### config.mk
export PLATFORM = sky130hd
export DESIGN_NAME = ycbcr444_to_422
export DESIGN_NICKNAME = d
export VERILOG_FILES = /design/src/rtl/ycbcr444_to_422.sv
export SDC_FILE = /design/constraint.sdc
export NUM_CORES = 1
export LEC_CHECK = 0
export BUFFER_PORTS_ARGS = -buffer_cell sky130_fd_sc_hd__buf_2
export CAP_MARGIN = 0
export CORE_MARGIN = 3
export CORE_UTILIZATION = 51
export CTS_CLUSTER_SIZE = 16
export DETAILED_ROUTE_END_ITERATION = 6
export PLACE_DENSITY_LB_ADDON = 0.15
export SYNTH_ARGS = -nofsm -noshare
export SYNTH_HDL_FRONTEND = slang
export SYNTH_SLANG_ARGS = --single-unit
### constraint.sdc
create_clock -name i_pclk -period 2 [get_ports i_pclk]
set_input_delay 0.2 -clock i_pclk [delete_from_list [all_inputs] [get_ports i_pclk]]
set_output_delay 0.2 -clock i_pclk [all_outputs]
set_load 0.02 [all_outputs]
### src/rtl/ycbcr444_to_422.sv
// 4:4:4 to 4:2:2 chroma pairing with optional averaging.
// Even pixel is held; its pair emits {Y0,Cb} then {Y1,Cr}.
module ycbcr444_to_422 #(
  parameter bit P_AVG = 1'b1
) (
  input  logic        i_pclk,
  input  logic        i_rst,
  input  logic        i_valid,
  input  logic [7:0]  i_Y,
  input  logic [7:0]  i_Cb,
  input  logic [7:0]  i_Cr,
  input  logic [2:0]  i_tags,
  input  logic        i_clr_err,
  output logic        o_valid,
  output logic [15:0] o_data,
  output logic [2:0]  o_tags,
  output logic        o_err
);

  logic        pend;
  logic [7:0]  y0, cb0, cr0;
  logic [2:0]  t0;

  logic        sec_v;
  logic [15:0] sec_data;
  logic [2:0]  sec_tags;

  logic        vld_q;
  logic [15:0] data_q;
  logic [2:0]  tags_q;
  logic        err_q;

  logic        start, is_even;
  logic        take_even, take_odd;
  logic        lone, orphan;
  logic [8:0]  sum_cb, sum_cr;
  logic [7:0]  cb_out, cr_out;

  always_comb begin
    start     = i_tags[0] | i_tags[1];
    is_even   = ~pend | start;
    take_even = i_valid & is_even;
    take_odd  = i_valid & ~is_even;
    lone      = take_even & i_tags[2];
    orphan    = i_valid & pend & start;
    sum_cb    = {1'b0, cb0} + {1'b0, i_Cb} + 9'd1;
    sum_cr    = {1'b0, cr0} + {1'b0, i_Cr} + 9'd1;
    cb_out    = P_AVG ? sum_cb[8:1] : cb0;
    cr_out    = P_AVG ? sum_cr[8:1] : cr0;
  end

  always_ff @(posedge i_pclk) begin
    if (i_rst) begin
      pend     <= 1'b0;
      y0       <= '0;
      cb0      <= '0;
      cr0      <= '0;
      t0       <= '0;
      sec_v    <= 1'b0;
      sec_data <= '0;
      sec_tags <= '0;
      vld_q    <= 1'b0;
      data_q   <= '0;
      tags_q   <= '0;
      err_q    <= 1'b0;
    end else begin
      if (take_even) begin
        y0   <= i_Y;
        cb0  <= i_Cb;
        cr0  <= i_Cr;
        t0   <= i_tags;
        pend <= ~i_tags[2];
      end else if (take_odd) begin
        pend <= 1'b0;
      end

      // An odd pixel and a pending second word never coincide.
      if (take_odd) begin
        vld_q  <= 1'b1;
        data_q <= {y0, cb_out};
        tags_q <= t0;
      end else if (sec_v) begin
        vld_q  <= 1'b1;
        data_q <= sec_data;
        tags_q <= sec_tags;
      end else begin
        vld_q  <= 1'b0;
      end

      sec_v <= take_odd | lone;
      if (take_odd) begin
        sec_data <= {i_Y, cr_out};
        sec_tags <= i_tags;
      end else if (lone) begin
        sec_data <= {i_Y, i_Cb};
        sec_tags <= i_tags;
      end

      if (orphan)
        err_q <= 1'b1;
      else if (i_clr_err)
        err_q <= 1'b0;
    end
  end

  // Reset suppresses a word already in flight.
  assign o_valid = vld_q & ~i_rst;
  assign o_data  = data_q;
  assign o_tags  = tags_q;
  assign o_err   = err_q;

endmodule
==> summary.md, run 1 <==
* GR Overflow Total: 0
* wire length of the first global-routing pass: 12.3 mm
* register bit total from synthesis: 69
* xor/xnor share of the synthesized area: 1.87%
* starting DRC count in detailed routing: 158
* number of different library cells in the post-synthesis netlist: 49
* chip height: 86.1 um
* combinational group share of total power: 14.4%
* Post-synth EDFFs: 0
* maximum number of pins on one net before global-route repair: 29
* status: completed
* number of buffers added on ports: 51
* final hold vios: 0
* overall global routing resource usage: 21.0%
* placer's final routability congestion estimate: 0.974
* number of instances on the worst hold path: 3
* number of cells on the worst reg-to-reg path: 7
* combined area of the multi-input logic cells: 1800 um2
* fill cell total of the finished layout: 543
* Post-route DRC: 0
* Detailed Place HPWL: 5.31 mm
* Worst path slowest cell: fa_2
* clk slew on worst S/H paths: 0.08 ns
* FF+latch area: 1380 um2
* worst r2r src: cb0[0]
* setup TNS: 0 ns
* effective utilization at floorplan: 54.0%
* first-pass iteration count of the detailed router: 4
* number of max-slew violations in the final report: 0
* count of warnings emitted by yosys: 0
* initial antenna violation count: 0
* total number of placement rows: 28
* Leak Pwr: 1.66 nW
* clock period minus worst slack: 1.93 ns
* Required @ worst endpoint: 2.22 ns
* Worst slew margin: 63.7%
* Die Wd: 86.1 um
* number of instances in the synthesized netlist: 386
* Worst Skew: 0.0112 ns
* simple-gate area share of the yosys netlist: 18.5%
* wirelength, routed: 7.54 mm
* sequential area share after synthesis: 42.2%
* number of nets produced by synthesis: 433
* final worst path period share: 96.6%
* data arrival time of the critical path: 2.15 ns
* Max Fanout on Critical Path: 3
* Post-Synth Adder-Cell Area: 6.57%
* die area: 7420 um2
* maximum number of buffers from clock root to sink: 2
* switching power total: 0.000843 W
* final instance area: 3890 um2
* relative contribution of sequential cells to total power: 46.0%
* Area after DPL: 3630 um2
* sort of element at the start of the critical path: flop
* via count of the first global-routing pass: 2658
* switching part of the total: 26.2%
* relative area change from synthesis to final layout: 18.8%
* primary flip-flop cell chosen by synthesis mapping: dfxtp_1
* share of cell area taken by muxes after synthesis: 5.50%
* average vias per placed instance: 5.50
* Mapped Area: 3270 um2
* post-synthesis async set-or-reset flop share: 0%
* Worst IR Drop VDD: 0.497 mV
* Crit path largest cell delay: 0.40 ns
* Core Box Area: 6060 um2
* most common cell after layout, fill and taps aside: nand2_1
* routed wire length per instance: 14.5 um
* minimum setup slack among reg-to-reg paths: 0.07 ns
* # setup viols final: 0
* HP Class: in2reg
* detailed-route via count: 2853
* beginning of the worst hold path: i_Y[4]
* power per standard cell area: 827 nW/um2
* share of power burned in the clock network: 39.6%
* Max H-tree Level: 3
* number of maximum-capacitance violations: 0
* buffer type at the clock tree root: clkbuf_8
* worst-margin pin slew: 0.545 ns
* most frequent cells in the layout: nand2_1, dfxtp_1, buf_2
* Crit Path Class: reg2reg
* CTS tree: yes
* worst-skew pair later-pin latency: 0.34 ns
* CTS Buf Count: 9
* total internal power: 0.00237 W
* count of hold buffers inserted by post-cts repair: 0
* largest family of logic cells by synthesized area: compound AO/OA/AOI/OAI gates
* Hold Path End: y0[4]
* setup repair after global routing missed its margin: yes
* ant diodes: 0
* total number of nets in the final design: 486
* worst-path cell chain: or2_4 > fa_2 > a211oi_2 > o21bai_1 > a21o_1 > a2111oi_2 > nor2_1
* nature of the critical path endpoint: flop
* critical register-to-register path endpoint: o_data[7]
* Final ANT Viol Nets: 0
* ports placed on the boundary: 52
* fraction of layout cells with a size suffix above 1: 21.6%
* average footprint of a synthesized cell: 8.48 um2
* complex-gate fraction of the synthesized area: 21.4%
* maximum clock frequency: 0.518 GHz
* number of sinks on the clock net: 69
power by group through the flow:
stage / clock network (W) / logic (W) / registers, W
global route: 0.00136 / 0.000518 / 0.00149
finish: 0.00127 / 0.000463 / 0.00148
CTS: 0.00130 / 0.000456 / 0.00148
floorplan: 0 / 0.000296 / 0.00152
global placement: 0 / 0.000442 / 0.00151
detailed placement: 0 / 0.000450 / 0.00151
critical path: cells and delay by family, from the launching register on:
family | cells | cell delay [ns]
DFF | 1 | 0.33
AOI/OAI and AO/OA | 4 | 0.77
adders and majority gates | 1 | 0.40
and+or+nand+nor | 2 | 0.33
cells by family (layout without fill, tap and decap cells):
family	Yosys count	after routing
buffers and inverters	28	86
AO/OA/AOI/OAI	109	109
flip-flops	69	69
XOR/XNOR	7	7
AND/OR/NAND/NOR	139	139
adder cells (fa/ha/maj)	16	16
multiplexers	18	18
through the flow:
| step | worst slack, ns | instances | utilization [%] | hold slack, ns | total power, W |
|---|---|---|---|---|---|
| finish | 0.0684 | 519 | 64.2 | 0.100 | 0.00321 |
| global route | -0.0207 | 519 | 64.2 | 0.0970 | 0.00336 |
| CTS | 0.0321 | 518 | 63.7 | 0.0931 | 0.00323 |
| detailed placement | -0.0310 | 502 | 59.9 | 0.449 | 0.00196 |
| global placement | -0.0243 | 502 | 59.9 | 0.443 | 0.00195 |
| floorplan | 0.0223 | 386 | - | 0.336 | 0.00181 |
synth_stat cells (5+ instances only):
library cell,instances,area [um2]
xor2_1,6,52.6
a21oi_1,49,245
ha_1,14,175
clkbuf_1,18,67.6
mux2i_1,18,180
a211oi_1,24,180
dfxtp_1,69,1380
nand2_1,76,285
nor2b_1,5,31.3
nor2_1,31,116
o21ai_0,6,30.0
nand3_1,8,40.0
cell type report:
type | instances | area share, %
Clock buffer | 10 | 3.54
Clock inverter | 6 | 2.22
Inverter | 2 | 0.193
Multi-Input combinational cell | 289 | 46.2
Sequential cell | 69 | 35.6
Tap cell | 75 | 2.41
Timing Repair Buffer | 68 | 9.85
worst max-delay path by stage:
| stage | from | slack [ns] | depth (start not counted) | endpoint |
|---|---|---|---|---|
| floorplan | cb0[0] | 0.02 | 7 | o_data[5] |
| global placement | cb0[0] | -0.02 | 7 | o_data[7] |
| detailed placement | cb0[0] | -0.03 | 7 | o_data[5] |
| CTS | cb0[0] | 0.03 | 7 | o_data[7] |
| global route | cb0[0] | -0.02 | 7 | o_data[7] |
| finish | cb0[0] | 0.07 | 7 | o_data[7] |
repair_timing:
item                       in CTS  in global routing
gates cloned                    0                  0
buffers inserted                0                  1
resized for setup               4                  3
setup endpoints to repair       2                  3
pin swaps                       7                  2
state kept, by name, indices dropped and copies added, names as in the netlist:
signal    count
t0            3
o_err         1
o_data       16
o_tags        3
vld_q         1
cr0           8
y0            8
sec_data     16
pend          1
cb0           8
sec_v         1
sec_tags      3
metal layers:
metal	wire length [um]	global-route usage [%]	vias to the layer above
met5	0	0	-
met3	327	3.36	8
met2	3590	35.1	54
met4	85	8.63	0
met1	3530	27.0	1327
li1	-	-	1464
Note: power is estimated with default switching activity, not from simulation.
==> inputs of run 2 (changes only) <==
--- a/config.mk
+++ b/config.mk
@@ -8,9 +8,10 @@
 export BUFFER_PORTS_ARGS = -buffer_cell sky130_fd_sc_hd__buf_2
 export CAP_MARGIN = 0
 export CORE_MARGIN = 3
-export CORE_UTILIZATION = 51
+export CORE_UTILIZATION = 55
 export CTS_CLUSTER_SIZE = 16
 export DETAILED_ROUTE_END_ITERATION = 6
+export GPL_TIMING_DRIVEN = 0
 export PLACE_DENSITY_LB_ADDON = 0.15
 export SYNTH_ARGS = -nofsm -noshare
 export SYNTH_HDL_FRONTEND = slang
==> constraint.sdc (replaced) <==
create_clock -name i_pclk -period 2.4 [get_ports i_pclk]
set_input_delay 0.24 -clock i_pclk [delete_from_list [all_inputs] [get_ports i_pclk]]
set_output_delay 0.24 -clock i_pclk [all_outputs]
set_load 0.02 [all_outputs]
==> summary.md, run 2 (synthesized netlist as in run 1, its figures left out) <==
* final worst path period share: 95.9%, -0.69 points
* maximum number of pins on one net before global-route repair: 13, -55%
* Crit Path Class: reg2reg
* number of buffers added on ports: 48, -5.9%
* clock period minus worst slack: 2.30 ns, +0.370 ns
* relative area change from synthesis to final layout: 16.1%
* Die Wd: 83.2 um, -3.4%
* share of power burned in the clock network: 36.3%, -3.3 points
* fraction of layout cells with a size suffix above 1: 16.9%, -4.7 points
* CTS Buf Count: 9, unchanged
* effective utilization at floorplan: 58.0%, +4.0 points
* status: completed
* starting DRC count in detailed routing: 167, +5.7%
* combinational group share of total power: 14.9%, +0.5 points
* clk slew on worst S/H paths: 0.08 ns, about the same
* placer's final routability congestion estimate: 0.883, -9.3%
* Required @ worst endpoint: 2.64 ns, +0.42 ns
* total number of placement rows: 27, -3.6%
* fill cell total of the finished layout: 493, -9.2%
* GR Overflow Total: 0, unchanged
* CTS tree: yes
* most frequent cells in the layout: nand2_1, dfxtp_1, buf_2
* maximum clock frequency: 0.435 GHz, -16%
* final instance area: 3800 um2, -2.3%
* power per standard cell area: 665 nW/um2, -20%
* HP Class: in2reg
* Area after DPL: 3600 um2, -0.69%
* placed cell count: 506, +0.80%
* chip height: 83.2 um, -3.4%
* relative contribution of sequential cells to total power: 48.8%, +2.8 points
* Core Box Area: 5640 um2, -6.9%
* Worst Skew: 0.00692 ns, -0.00428 ns
* ant diodes: 0, unchanged
* data arrival time of the critical path: 2.54 ns, +0.39 ns
* routed wire length per instance: 15.6 um, +7.6%
* switching part of the total: 27.9%, +1.6 points
* wirelength, routed: 8.15 mm, +8.2%
* Detailed Place HPWL: 5.94 mm, +12%
* initial antenna violation count: 0, unchanged
* detailed-route via count: 2910, +2.0%
* Leak Pwr: 1.61 nW, -2.9%
* nature of the critical path endpoint: flop
* first-pass iteration count of the detailed router: 4, unchanged
* final hold vios: 0, unchanged
* Max Fanout on Critical Path: 3, unchanged
* wire length of the first global-routing pass: 13.6 mm, +11%
* number of max-slew violations in the final report: 0, unchanged
* via count of the first global-routing pass: 2817, +6.0%
* count of hold buffers inserted by post-cts repair: 0, unchanged
* number of sinks on the clock net: 69, unchanged
* sort of element at the start of the critical path: flop
* switching power total: 0.000704 W, -17%
* core occupancy in the finished layout: 67.4%, +3.2 points
* Worst slew margin: 54.7%, -8.9 points
* setup repair after global routing missed its margin: no
* non-filler instance count after layout: 522, +0.58%
* total internal power: 0.00182 W, -23%
* ports placed on the boundary: 52, unchanged
* worst-margin pin slew: 0.679 ns, +0.134 ns
* average vias per placed instance: 5.57, +1.4%
* # setup viols final: 0, unchanged
* number of maximum-capacitance violations: 0, unchanged
* overall global routing resource usage: 24.5%, +3.5 points
* Final ANT Viol Nets: 0, unchanged
* die area: 6920 um2, -6.8%
* Worst IR Drop VDD: 0.433 mV, -13%
* buffer type at the clock tree root: clkbuf_8
* Max H-tree Level: 3, unchanged
* total number of nets in the final design: 492, +1.2%
* Post-route DRC: 0, unchanged
* maximum number of buffers from clock root to sink: 2, unchanged
* most common cell after layout, fill and taps aside: nand2_1
* setup fix buffers added after clock tree synthesis: 0, unchanged
* worst-skew pair later-pin latency: 0.34 ns, about the same
run 2: cell count changes in the layout (fill, tap and decap cells not counted), sizes merged:
cell / before / now
dlygate4sd1: 0 / 1
bufinv: 2 / 1
buf: 68 / 55
clkinv: 3 / 5
clkbuf: 10 / 27
run 2: power by group through the flow:
stage               clock [W]  sequential, W  combinational [W]
global placement            0        0.00126           0.000363
detailed placement          0        0.00126           0.000371
global route         0.000982        0.00124           0.000420
floorplan                   0        0.00126           0.000245
finish               0.000918        0.00123           0.000376
CTS                  0.000935        0.00123           0.000374
run 2: through the flow:
step | setup WS (ns) | hold slack (ns) | TNS, ns | power, W
6_report | 0.0985 | 0.141 | 0 | 0.00253
5_1_grt | 0.0145 | 0.135 | 0 | 0.00264
4_1_cts | 0.0482 | 0.133 | 0 | 0.00254
3_5_place_dp | -0.0280 | 0.447 | -0.0280 | 0.00163
3_3_place_gp | 0.0386 | 0.442 | 0 | 0.00162
2_1_floorplan | 0.340 | 0.376 | 0 | 0.00151
run 2: path summary, 6_finish.rpt:
check                               endpoint        start  cells past startpoint  slack (ns)
worst max-delay path               o_data[5]       cb0[0]                      7         0.1
worst min-delay path            sec_data[13]       i_Y[5]                      3        0.14
worst max register to register     o_data[5]       cb0[0]                      7         0.1
worst min register to register   sec_data[8]  sec_data[8]                      2        0.46
run 2: what timing repair did:
item | in CTS | in global routing
endpoints found under the setup margin | 1 | 1
hold endpoints to repair | 0 | 0
gates resized for setup | 1 | 1
run 2: layout make-up:
type / instances / area, um2 / area share, %
flip-flops and latches: 69 / 1380 / 36.3
clock inverters: 7 / 66.3 / 1.74
clock buffers: 9 / 124 / 3.26
multi-input cells: 289 / 1770 / 46.6
plain buffers: 26 / 121 / 3.19
well taps: 72 / 90.1 / 2.37
inverters: 2 / 7.51 / 0.197
repair buffers: 48 / 240 / 6.32
run 2: critical path, cell delays in order, from the launching register on:
cell and delay (ns):
dfxtp_1 0.32, or2_2 0.30, fa_1 0.44, a211oi_1 0.26, o21bai_1 0.12, a21o_1 0.23, and3_1 0.20, a2111oi_2 0.32
run 2: layer usage:
| metal | global-route usage [%] | routed length (um) |
|---|---|---|
| met5 | 0 | 0 |
| met4 | 6.98 | 82 |
| met3 | 5.16 | 431 |
| met2 | 41.0 | 3890 |
| met1 | 32.0 | 3750 |
==> inputs of run 3 (changes only) <==
--- a/config.mk
+++ b/config.mk
@@ -8,7 +8,7 @@
 export BUFFER_PORTS_ARGS = -buffer_cell sky130_fd_sc_hd__buf_2
 export CAP_MARGIN = 0
 export CORE_MARGIN = 3
-export CORE_UTILIZATION = 55
+export CORE_UTILIZATION = 51
 export CTS_CLUSTER_SIZE = 16
 export DETAILED_ROUTE_END_ITERATION = 6
 export GPL_TIMING_DRIVEN = 0
==> constraint.sdc (replaced) <==
create_clock -name i_pclk -period 1.91 [get_ports i_pclk]
set_input_delay 0.191 -clock i_pclk [delete_from_list [all_inputs] [get_ports i_pclk]]
set_output_delay 0.191 -clock i_pclk [all_outputs]
set_load 0.02 [all_outputs]
==> summary.md, run 3 (synthesized netlist as in run 1, its figures left out) <==
* total internal power: 0.00234 W, +28%
* routed wire length per instance: 16.4 um, +5.1%
* combinational group share of total power: 15.3%, +0.4 points
* share of power burned in the clock network: 37.8%, +1.5 points
* Leak Pwr: 1.62 nW, +0.58%
* worst-path cell chain: or2_4 > fa_2 > buf_4 > buf_4 > a21o_1 > a21oi_1 > xor2_1 > a211oi_1
* Crit Path Class: reg2reg
* fill cell total of the finished layout: 555, +13%
* critical register-to-register path endpoint: o_data[3]
* GR Overflow Total: 0, unchanged
* Final ANT Viol Nets: 0, unchanged
* Max Fanout on Critical Path: 3, unchanged
* Worst IR Drop VDD: 0.486 mV, +12%
* # setup viols final: 2, +2
* number of max-slew violations in the final report: 0, unchanged
* final hold vios: 0, unchanged
* non-filler instance count after layout: 528, +1.1%
* worst-margin pin slew: 0.690 ns, +0.0108 ns
* initial antenna violation count: 0, unchanged
* total number of nets in the final design: 495, +0.61%
* count of hold buffers inserted by post-cts repair: 0, unchanged
* Required @ worst endpoint: 2.14 ns, -0.50 ns
* power per standard cell area: 845 nW/um2, +27%
* number of sinks on the clock net: 69, unchanged
* ant diodes: 0, unchanged
* final instance area: 3910 um2, +2.9%
* effective utilization at floorplan: 54.0%, -4.0 points
* number of maximum-capacitance violations: 0, unchanged
* ports placed on the boundary: 52, unchanged
* most common cell after layout, fill and taps aside: nand2_1
* number of buffers added on ports: 48, unchanged
* first-pass iteration count of the detailed router: 4, unchanged
* wire length of the first global-routing pass: 13.8 mm, +1.0%
* setup TNS: -0.0140 ns, -0.0140 ns
* via count of the first global-routing pass: 2878, +2.2%
* maximum clock frequency: 0.520 GHz, +20%
* chip height: 86.1 um, +3.6%
* final worst path period share: 101%, +4.8 points
* switching power total: 0.000968 W, +38%
* relative area change from synthesis to final layout: 19.4%
* first element of the critical path: cb0[0]
* Die Wd: 86.1 um, +3.6%
* Worst path slowest cell: fa_2
* worst r2r src: cb0[0]
* CTS Buf Count: 9, unchanged
* maximum number of pins on one net before global-route repair: 15, +2
* CTS tree: yes
* worst-skew pair later-pin latency: 0.36 ns, +0.02 ns
* violated checks: negative setup slack
* total number of placement rows: 28, +3.7%
* status: complete, but fails checks
* HP Class: in2reg
* number of cells on the worst reg-to-reg path: 8, +1
* most frequent cells in the layout: nand2_1, dfxtp_1, buf_2
* Area after DPL: 3620 um2, +0.56%
* wirelength, routed: 8.66 mm, +6.3%
* placer's final routability congestion estimate: 0.878, -0.55%
* placed cell count: 509, +0.59%
* Hold Slack: 0.0748 ns, -0.0659 ns
* fraction of layout cells with a size suffix above 1: 19.9%, +3.0 points
* Core Box Area: 6060 um2, +7.4%
* final worst slack: -0.0128 ns, -0.111 ns
* Crit path top cell by count: buf_4
* number of instances on the worst hold path: 3, unchanged
* relative contribution of sequential cells to total power: 46.9%, -1.9 points
* clk slew on worst S/H paths: 0.09 ns, about the same
* nature of the critical path endpoint: flop
* overall global routing resource usage: 24.1%, -0.43 points
* detailed-route via count: 2970, +2.1%
* combined area of the multi-input logic cells: 1840 um2, +3.7%
* maximum number of buffers from clock root to sink: 2, unchanged
* setup repair after global routing missed its margin: yes
* Post-route DRC: 0, unchanged
* Crit path largest cell delay: 0.34 ns, -0.10 ns
* FF+latch area: 1390 um2, +0.27%
* data arrival time of the critical path: 2.15 ns, -0.39 ns
* Detailed Place HPWL: 6.18 mm, +4.0%
* starting DRC count in detailed routing: 176, +5.4%
* Max H-tree Level: 3, unchanged
* switching part of the total: 29.3%, +1.4 points
* Worst Skew: 0.0118 ns, +0.00486 ns
* core occupancy in the finished layout: 64.5%, -2.9 points
* die area: 7420 um2, +7.3%
* sort of element at the start of the critical path: flop
* average vias per placed instance: 5.63, +0.90%
* crit path capture: o_data[3]
* buffer type at the clock tree root: clkbuf_8
* minimum setup slack among reg-to-reg paths: -0.01 ns, -0.11 ns
* clock period minus worst slack: 1.92 ns, -0.379 ns
* Worst slew margin: 54.0%, -0.72 points
run 3: changes by cell type in the layout (fill, tap and decap cells not counted), sizes merged:
cell and delta:
buf +3, clkinv -5, clkinvlp +1, inv +4
run 3: final cells by class:
class | count | area share (%)
tap | 75 | 2.40
buffer | 26 | 3.10
timing repair buffer | 51 | 6.72
multi-input combinational | 289 | 46.9
clock inverter | 7 | 2.05
inverter | 2 | 0.192
clock buffer | 9 | 3.17
sequential | 69 | 35.4
run 3: critical path, delay by kind of cell (launching register included):
kind / cells / cell delay (ns)
buffers and inverters: 2 / 0.27
xor gates and xnor gates: 1 / 0.21
DFF: 1 / 0.33
AOI/OAI and AO/OA: 3 / 0.42
and+or+nand+nor: 1 / 0.22
adders and majority gates: 1 / 0.34
run 3: worst min-delay path by stage:
stage	from	to
after floorplan	i_Y[2]	sec_data[10]
after global placement	sec_data[8]	sec_data[8]
after detailed placement	y0[6]	y0[6]
after CTS	i_Y[6]	y0[6]
after global routing	i_Y[5]	sec_data[13]
final	i_Y[3]	sec_data[11]
run 3: through the flow:
| stage | setup WS [ns] | total power [W] |
|---|---|---|
| 2_1_floorplan | 0.0432 | 0.00190 |
| 3_3_place_gp | -0.104 | 0.00205 |
| 3_5_place_dp | -0.134 | 0.00206 |
| 4_1_cts | -0.0723 | 0.00330 |
| 5_1_grt | -0.117 | 0.00344 |
| 6_report | -0.0128 | 0.00330 |
run 3: what timing repair did:
item	in CTS	in global routing
pin swaps	7	8
gates resized for setup	4	7
endpoints found under the setup margin	3	5
endpoints found under the hold margin	0	0
setup buffers	2	1
cloned	0	0
run 3: power groups by stage:
stage / registers, W / clock network (W) / logic [W]
floorplan: 0.00159 / 0 / 0.000313
global placement: 0.00158 / 0 / 0.000468
detailed placement: 0.00158 / 0 / 0.000477
CTS: 0.00155 / 0.00126 / 0.000490
global route: 0.00156 / 0.00132 / 0.000561
finish: 0.00155 / 0.00125 / 0.000506
run 3: per-layer routing:
| layer | global-route usage, % | routed length (um) |
|---|---|---|
| met5 | 0 | 0 |
| met4 | 10.6 | 208 |
| met3 | 4.42 | 476 |
| met2 | 39.7 | 4110 |
| met1 | 30.7 | 3870 |
